`src/rtl/add_mp_seq.sv`:
```
`default_nettype none
// ============================================================================
// Module   : add_mp_seq
// Brief    : Multi-precision adder that reuses one 16-bit adder, one word
//            per cycle. Define ADD_MP_SUB_EN to enable subtraction (A-B).
// Revision : 1.0 - initial release
// ============================================================================

module add_16 (
  input  logic [15:0] a,
  input  logic [15:0] b,
  input  logic        ci,
  output logic [15:0] s,
  output logic        co
);

  assign {co, s} = {1'b0, a} + {1'b0, b} + {16'b0, ci};

endmodule

module add_mp_seq #(
  parameter int WORDS = 4
) (
  input  logic                 clk,
  input  logic                 rst_n,
  input  logic                 start,
  input  logic [16*WORDS-1:0]  op_a,
  input  logic [16*WORDS-1:0]  op_b,
  input  logic                 cyi,
  input  logic                 sub,
  output logic                 busy,
  output logic                 done,
  output logic [16*WORDS-1:0]  sum,
  output logic                 cyo
);

  localparam int IW = $clog2(WORDS);
  localparam int DW = 16 * WORDS;

  localparam logic [1:0] S_IDLE = 2'd0;
  localparam logic [1:0] S_RUN  = 2'd1;
  localparam logic [1:0] S_FIN  = 2'd2;

  logic [1:0]    r_state;
  logic [1:0]    w_next;
  logic [DW-1:0] r_a;
  logic [DW-1:0] r_b;
  logic [DW-1:0] r_sum;
  logic [IW-1:0] r_idx;
  logic          r_carry;
  logic          r_cyo;
  logic          w_sub_eff;
  logic          w_last;
  logic [15:0]   w_a_word;
  logic [15:0]   w_b_word;
  logic [15:0]   w_s;
  logic          w_co;

`ifdef ADD_MP_SUB_EN
  assign w_sub_eff = sub;
`else
  // Subtract select has no effect in the add-only build.
  assign w_sub_eff = sub & 1'b0;
`endif

  assign w_last   = (r_idx == IW'(WORDS - 1));
  assign w_a_word = r_a[{r_idx, 4'b0000} +: 16];
  assign w_b_word = r_b[{r_idx, 4'b0000} +: 16];

  add_16 u_add (
    .a  (w_a_word),
    .b  (w_b_word),
    .ci (r_carry),
    .s  (w_s),
    .co (w_co)
  );

  always_ff @(posedge clk or negedge rst_n) begin
    if (!rst_n) r_state <= S_IDLE;
    else        r_state <= w_next;
  end

  always_comb begin
    w_next = r_state;
    case (r_state)
      S_IDLE:  if (start)  w_next = S_RUN;
      S_RUN:   if (w_last) w_next = S_FIN;
      S_FIN:   w_next = S_IDLE;
      default: w_next = S_IDLE;
    endcase
  end

  always_comb begin
    busy = 1'b0;
    done = 1'b0;
    case (r_state)
      S_RUN:   busy = 1'b1;
      S_FIN:   begin busy = 1'b1; done = 1'b1; end
      default: ;
    endcase
  end

  // Carry-out is captured on the last word so it equals the carry register in FIN
  // and then holds until the next accepted operation.
  always_ff @(posedge clk or negedge rst_n) begin
    if (!rst_n) begin
      r_a     <= '0;
      r_b     <= '0;
      r_sum   <= '0;
      r_idx   <= '0;
      r_carry <= 1'b0;
      r_cyo   <= 1'b0;
    end else begin
      case (r_state)
        S_IDLE: begin
          if (start) begin
            r_a     <= op_a;
            r_b     <= op_b ^ {DW{w_sub_eff}};
            r_carry <= w_sub_eff | cyi;
            r_idx   <= '0;
          end
        end
        S_RUN: begin
          r_sum[{r_idx, 4'b0000} +: 16] <= w_s;
          r_carry <= w_co;
          if (w_last) r_cyo <= w_co;
          else        r_idx <= r_idx + 1'b1;
        end
        default: ;
      endcase
    end
  end

  assign sum = r_sum;
  assign cyo = r_cyo;

endmodule

`default_nettype wire

```
`config.mk`:
```
export PLATFORM = sky130hd
export DESIGN_NAME = add_mp_seq
export DESIGN_NICKNAME = d
export VERILOG_FILES = /design/src/rtl/add_mp_seq.sv
export SDC_FILE = /design/constraint.sdc
export NUM_CORES = 1
export LEC_CHECK = 0
export CAP_MARGIN = 20
export CORE_UTILIZATION = 55
export CTS_CLUSTER_DIAMETER = 50
export DETAILED_ROUTE_END_ITERATION = 16
export PLACE_DENSITY = 0.91
export SYNTH_ARGS = -nofsm -noshare
export SYNTH_HDL_FRONTEND = slang
export SYNTH_SLANG_ARGS = --single-unit
```
`constraint.sdc`:
```
create_clock -name clk -period 9 [get_ports clk]
set_clock_uncertainty 0.15 [all_clocks]
set_input_delay 1.8 -clock clk [delete_from_list [all_inputs] [get_ports clk]]
set_output_delay 1.8 -clock clk [all_outputs]
set_load 0.02 [all_outputs]
```
==> metrics.md, run 1 <==
| Metric | Value |
|---|---|
| Switch Pwr | 2.17 mW |
| Core Area | between 15000 and 20000 µm² |
| Final setup violating endpoints | 0 |
| FMAX | 239 MHz |
| Gr busiest metal | met2 |
| Post CTS Setup Buffer Count | 0 |
| Cell Area, Synth | 9000 µm² |
| Inserted Clock Buffers | 17 |
| Top cells by area, synth | dfrtp_1, mux2_2, mux4_2 |
| Vias in the first global route | approximately 6.5k |
| Worst-margin pin slew | 1.00 ns |
| Endpoint type of the worst setup path | register |
| Largest net degree at the start of global routing | 114 |
| Post-layout util | 0.737 |
| Layout cells sized above 1 | 0.248 |
| GR Util met3 | 0.0668 |
| Routed len/inst | 20.2 µm |
| # Max-Cap Violations | 0 |
| Post-route insts no fill | 1049 |
| DIE WIDTH | 130 µm |
| Final Slew Violations | 0 |
| Clock Tree Root | clkbuf_16 |
| Max rail drop VDD | ~0.32 mV |
| Synth unique cells | 51 |
| Worst setup SP type | input port |
| Initial drt markers | 385 |
| Top post-synthesis cells by count | dfrtp_1, mux2_2, a22o_1 |
| GRT Util Overall | 0.267 |
| RSZ-0062 raised after global routing | no |
| Tmin final | 4.18 ns |
| Seq pwr share | 0.303 |
| Hold Crit Class | reg2reg |
| Avg Cell Area, Syn | 14.2 µm² |
| DRC errors left | 0 |
| Routability Congestion | between 0.8 and 0.9 |
| Filler cells | 1017 |
| Post-DP HPWL | between 15000 and 20000 µm |
| Post_cts resized | 0 |
| Fin. Hold Viols | 0 |
| Setup TNS | 0 ns |
| Seq/Total Area, Yosys | 0.550 |
| Met1 GRT Util | 0.339 |
| Placed Cells incl. Taps | 1016 |
| Die area | 16900 µm² |
| Flops & latches, synth | 198 |
| Worst EP required | 9.19 ns |
| Initial DRT Pass Iterations | 5 |
| Worst slew margin | 0.333 |
| Area grow syn2layout | 30.5% |
| Most numerous cell in the Yosys netlist | dfrtp_1 |
| Total gr overflow | 0 |
| Reg clk slew, reported paths | 0.06 ns |
| Leakage power | 4.95 nW |
| Multi-input gate area | roughly 3900 µm² |
| Critical path class | in2reg |
| Met2 Usage GRT | 0.450 |
| Top cell type's share of synthesized area | 0.550 |
| Row cnt | between 40 and 50 |
| Synthesized Nets | 792 |
| EDFF count, synth | 0 |
| Switching Share | 0.417 |
| Post-DP Area | around 11000 µm² |
| Number of inserted diodes | 0 |
| Crit share post-route | 0.465 |
| Ys flop type | dfrtp_1 |
| Post-DR vias/cell | 5.90 |
| FF/Latch Area | 4960 µm² |
| Post-route cell area | approximately 12000 µm² |
| CTS Sinks | 198 |
| Pwr Density | 442 nW/µm² |
| CP Max Fanout | 81 |
| Gate Count Post-Synth | 633 |
| Synthesis Warnings | 0 |
| Comb power frac | 0.560 |
| Cts hold-fix bufs | 0 |
| Clock Power Share | 0.138 |
| Synth area leader | dfrtp_1 |
| Drt total wl | 21200 µm |
| I/O pin cnt | 200 |
| TritonCTS clock tree | yes |
| Via count | approximately 6.2k |
| Outcome | completed |
| H-Tree Level Count | 4 |
| Global-route wire length before repair | 33900 µm |
| Cell Int Power | 3.03 mW |
| Initial antenna violation count | 0 |
| Starting Density | 0.565 |
| Ys async rst share | 1.00 |
| Die Y | around 130 µm |
| Clk Latency, worst-skew pair | approximately 0.42 ns |
| Clock Path Buffers | 2 |
| Total Power | slightly above 5 mW |
| Routed Antenna Nets | 0 |
| I/O Buffers | 198 |
| Crit path DAT | 4.38 ns |
| Final #Nets | 980 |
## final cells by class
cell class / instances / share of cell area
flip-flops and latches: 198 / 0.422
well taps: 216 / 0.0230
multi-input cells: 386 / 0.329
clock inverters: 8 / 0.00639
clock buffers: 23 / 0.0407
repair buffers: 203 / 0.174
inverters: 15 / 0.00479
## state kept, by name (all words and copies together), names as in the netlist
signal / cells
r_a: 64
r_b: 64
sum: 64
r_idx: 2
r_state: 2
cyo: 1
r_carry: 1
## critical path: stages
cell and delay, ns:
clkdlybuf4s50_1 0.49, nand2_4 0.50, buf_4 0.85, o22ai_1 0.18, a221oi_1 0.32, o21bai_1 0.14
## worst paths after layout
kind | startpoint | endpoint | slack [ns] | depth (start not counted)
setup / recovery | start | r_carry | 4.82 | 6
hold reg to reg | r_b[41] | r_b[41] | 0.35 | 1
max in group asynchronous | rst_n | r_b[9] | 6.08 | 3
setup reg to reg | r_idx[0] | sum[15] | 4.93 | 9
min in group asynchronous | rst_n | sum[46] | 1.33 | 1
hold / removal | r_b[41] | r_b[41] | 0.35 | 1
## per-layer routing
layer / share of wire / vias to the layer above
met5: 0 / -
met4: 0.019 / 0
met3: 0.073 / 39
met2: 0.51 / 271
met1: 0.40 / 3139
li1: - / 2737
## stage by stage
step,hold slack [ns],setup WS (ns)
global route,0.364,4.61
global placement,0.332,4.48
CTS,0.352,4.82
floorplan,0.324,5.46
detailed placement,0.338,4.38
finish,0.349,4.82
## cell usage in the layout (no fill, tap or decap), drive strengths merged, types with 2 or more instances in the layout
master         netlist  final
mux2               128    128
o21a                 2      2
a21o                 6      6
clkbuf              23     24
ha                  24     24
nor2                 6      6
clkinvlp             0      4
nand3                5      5
a21oi               17     17
o31ai                3      3
o21bai               3      3
o21ai               21     21
a211oi               3      3
and2                 3      3
nor2b                2      2
nor3                 5      5
mux4                32     32
dfrtp              198    198
a22o                48     48
inv                 15     15
buf                 11      5
a21boi               3      3
xor2                 3      3
clkdlybuf4s50        0    197
nand2               34     34
clkinv               0      3
and4                 2      2
fa                   2      2
xnor2                7      7
nand4                5      5
nand2b               3      3
a221oi               3      3
o311a                2      2
a31oi                3      3
## logic make-up (layout without fill, tap and decap cells)
group,count (synthesis),after routing,synth area share
AO/OA/AOI/OAI,121,121,0.103
XOR/XNOR,10,10,0.0106
adder cells (fa/ha/maj),26,26,0.0378
buffers and inverters,49,249,0.0215
flip-flops,198,198,0.550
multiplexers,161,161,0.241
AND/OR/NAND/NOR,68,68,0.0356
## power groups by stage
stage / registers, mW / clock network [mW] / logic, mW
2_1_floorplan: 1.58 / 0 / 1.96
3_3_place_gp: 1.54 / 0 / 2.76
3_5_place_dp: 1.59 / 0 / 2.89
4_1_cts: 1.57 / 0.726 / 2.91
5_1_grt: 1.62 / 0.761 / 3.14
6_report: 1.57 / 0.716 / 2.91
(Power assumes the default switching activity.)
==> run 2: changes to the inputs <==
--- a/config.mk
+++ b/config.mk
@@ -6,10 +6,10 @@
 export NUM_CORES = 1
 export LEC_CHECK = 0
 export CAP_MARGIN = 20
-export CORE_UTILIZATION = 55
+export CORE_UTILIZATION = 51
 export CTS_CLUSTER_DIAMETER = 50
 export DETAILED_ROUTE_END_ITERATION = 16
-export PLACE_DENSITY = 0.91
+export PLACE_DENSITY = 0.86
 export SYNTH_ARGS = -nofsm -noshare
 export SYNTH_HDL_FRONTEND = slang
 export SYNTH_SLANG_ARGS = --single-unit
==> constraint.sdc (replaced) <==
create_clock -name clk -period 4.3 [get_ports clk]
set_clock_uncertainty 0.15 [all_clocks]
set_input_delay 0.86 -clock clk [delete_from_list [all_inputs] [get_ports clk]]
set_output_delay 0.86 -clock clk [all_outputs]
set_load 0.02 [all_outputs]
==> run 2 against run 1 <==
Net effect: critical endpoint is now sum[31]; non-clock buffer count is 1 higher; routed wire length fell by 0.54%; critical path depth rose by 3; design area increased by 0.40%; first-iteration DRC count down 14%; critical path type is now reg2reg; combinational power rose by 110%; die area increased by 7.7%; sequential power is 110% higher.
==> metrics.md, run 2 (same netlist as run 1, synthesis figures left out) <==
| Metric | Value |
|---|---|
| I/O pin cnt | 200 |
| DR WL met3 | 1440 µm |
| Post-route insts no fill | 1060 |
| Routed Antenna Nets | 0 |
| Final Slew Violations | 0 |
| Initial DRT Pass Iterations | 5 |
| Post CTS Setup Buffer Count | 0 |
| Worst slew margin | 0.395 |
| Crit path DAT | 3.80 ns |
| Pwr Density | 927 nW/µm² |
| Die Y | between 100 and 150 µm |
| Filler cells | about 1.2k |
| # Max-Cap Violations | 0 |
| Core Area | 17200 µm² |
| Setup TNS | 0 ns |
| Top sig layer | met4 |
| Clock Tree Root | clkbuf_16 |
| Row cnt | 48 |
| Area grow syn2layout | 31.0% |
| Starting Density | 0.522 |
| Clk Latency, worst-skew pair | 0.43 ns |
| Via count | 6121 |
| FMAX | 275 MHz |
| Seq pwr share | 0.296 |
| Critical path class | reg2reg |
| Total Power | approximately 11 mW |
| Clock Path Buffers | 2 |
| Switching Share | 0.421 |
| DRT met1 WL | 8830 µm |
| Number of inserted diodes | 0 |
| GRT Util Overall | 0.247 |
| Cell Int Power | 6.33 mW |
| Comb power frac | 0.565 |
| Routed met2 length | 10300 µm |
| Routed len/inst | 19.9 µm |
| Fin. Hold Viols | 0 |
| Crit share post-route | 0.845 |
| Reg clk slew, reported paths | 0.07 ns |
| Initial drt markers | 330 |
| Post-route cell area | approximately 12000 µm² |
| RSZ-0062 raised after global routing | no |
| Pre-CTS setup slack | 0.667 ns |
| DRC errors left | 0 |
| Die area | about 18000 µm² |
| Largest net degree at the start of global routing | 130 |
| Post-DR vias/cell | 5.77 |
| Worst-margin pin slew | around 0.91 ns |
| Global-route wire length before repair | around 34000 µm |
| DIE WIDTH | 135 µm |
| Placed Cells incl. Taps | 1027 |
| Post-DP Area | 11200 µm² |
| Most common cell after layout, fill and taps aside | clkdlybuf4s50_1 |
| Total gr overflow | 0 |
| Post_cts resized | 0 |
| Final worst setup slack | approximately 0.66 ns |
| Final #Nets | 981 |
| Tmin final | 3.64 ns |
| Routability Congestion | 0.854 |
| CP Max Fanout | 31 |
| Endpoint type of the worst setup path | register |
| Final setup violating endpoints | 0 |
| Worst EP required | around 4.5 ns |
| TritonCTS clock tree | yes |
| Vias in the first global route | ~6.5k |
| Switch Pwr | around 4.6 mW |
| Drt total wl | approximately 21000 µm |
| Inserted Clock Buffers | 17 |
| Hold Crit Class | reg2reg |
| Clock Power Share | 0.139 |
| Cts hold-fix bufs | 0 |
| Worst setup SP type | register |
| Initial antenna violation count | 0 |
| Hold_ws | 0.353 ns |
| Outcome | completed |
| I/O Buffers | around 200 |
| Layout cells sized above 1 | 0.253 |
| Most frequent cells in the layout | clkdlybuf4s50_1, dfrtp_1, mux2_2 |
| Post-layout util | 0.684 |
| Post-DP HPWL | 15500 µm |
| Max rail drop VDD | 0.508 mV |
| Leakage power | slightly below 5 nW |
| CTS Sinks | 198 |
| H-Tree Level Count | 4 |
-- run 2: cell count changes in the layout (fill, tap and decap cells not counted), moves of 2 or more --
cell      previous run  this run
inv_6                0         5
buf_12               0         3
clkbuf_1             3         1
clkbuf_8             4         2
buf_4                4         2
-- run 2: final timing paths --
kind	startpoint	endpoint	slack [ns]	depth (start not counted)
max	r_idx[0]	sum[31]	0.66	9
min	r_b[36]	r_b[36]	0.35	1
max reg2reg	r_idx[0]	sum[31]	0.66	9
min reg2reg	r_b[36]	r_b[36]	0.35	1
max in group asynchronous	rst_n	sum[51]	2.65	2
min in group asynchronous	rst_n	sum[20]	0.38	1
-- run 2: final cells by class --
cell class              count  area [µm²]  share of cell area
repair buffers            204        2070               0.175
multi-input cells         386        3870               0.328
clock inverters            13         121              0.0103
flip-flops and latches    198        4960               0.420
clock buffers              19         443              0.0376
well taps                 225         282              0.0239
inverters                  15        56.3             0.00477
-- run 2: power by group through the flow --
stage	combinational [mW]	sequential (mW)	clock, mW
after floorplan	4.10	3.30	0
after global placement	5.86	3.18	0
after detailed placement	6.13	3.26	0
after CTS	6.16	3.23	1.55
after global routing	6.65	3.34	1.61
final	6.18	3.23	1.52
-- run 2: worst max-delay path, stage by stage (launching register included) --
cell	delay [ns]
dfrtp_2	0.68
buf_12	0.31
mux4_2	0.54
ha_1	0.40
a21oi_2	0.27
o21ai_1	0.15
a2111oi_0	0.40
o31ai_1	0.14
o311a_1	0.22
a22o_1	0.24
-- run 2: layer usage --
| layer | vias to the layer above | global-route usage |
|---|---|---|
| li1 | 2749 | - |
| met1 | 3072 | 0.316 |
| met2 | 263 | 0.410 |
| met3 | 37 | 0.0586 |
| met4 | 0 | 0.0905 |
| met5 | - | 0 |
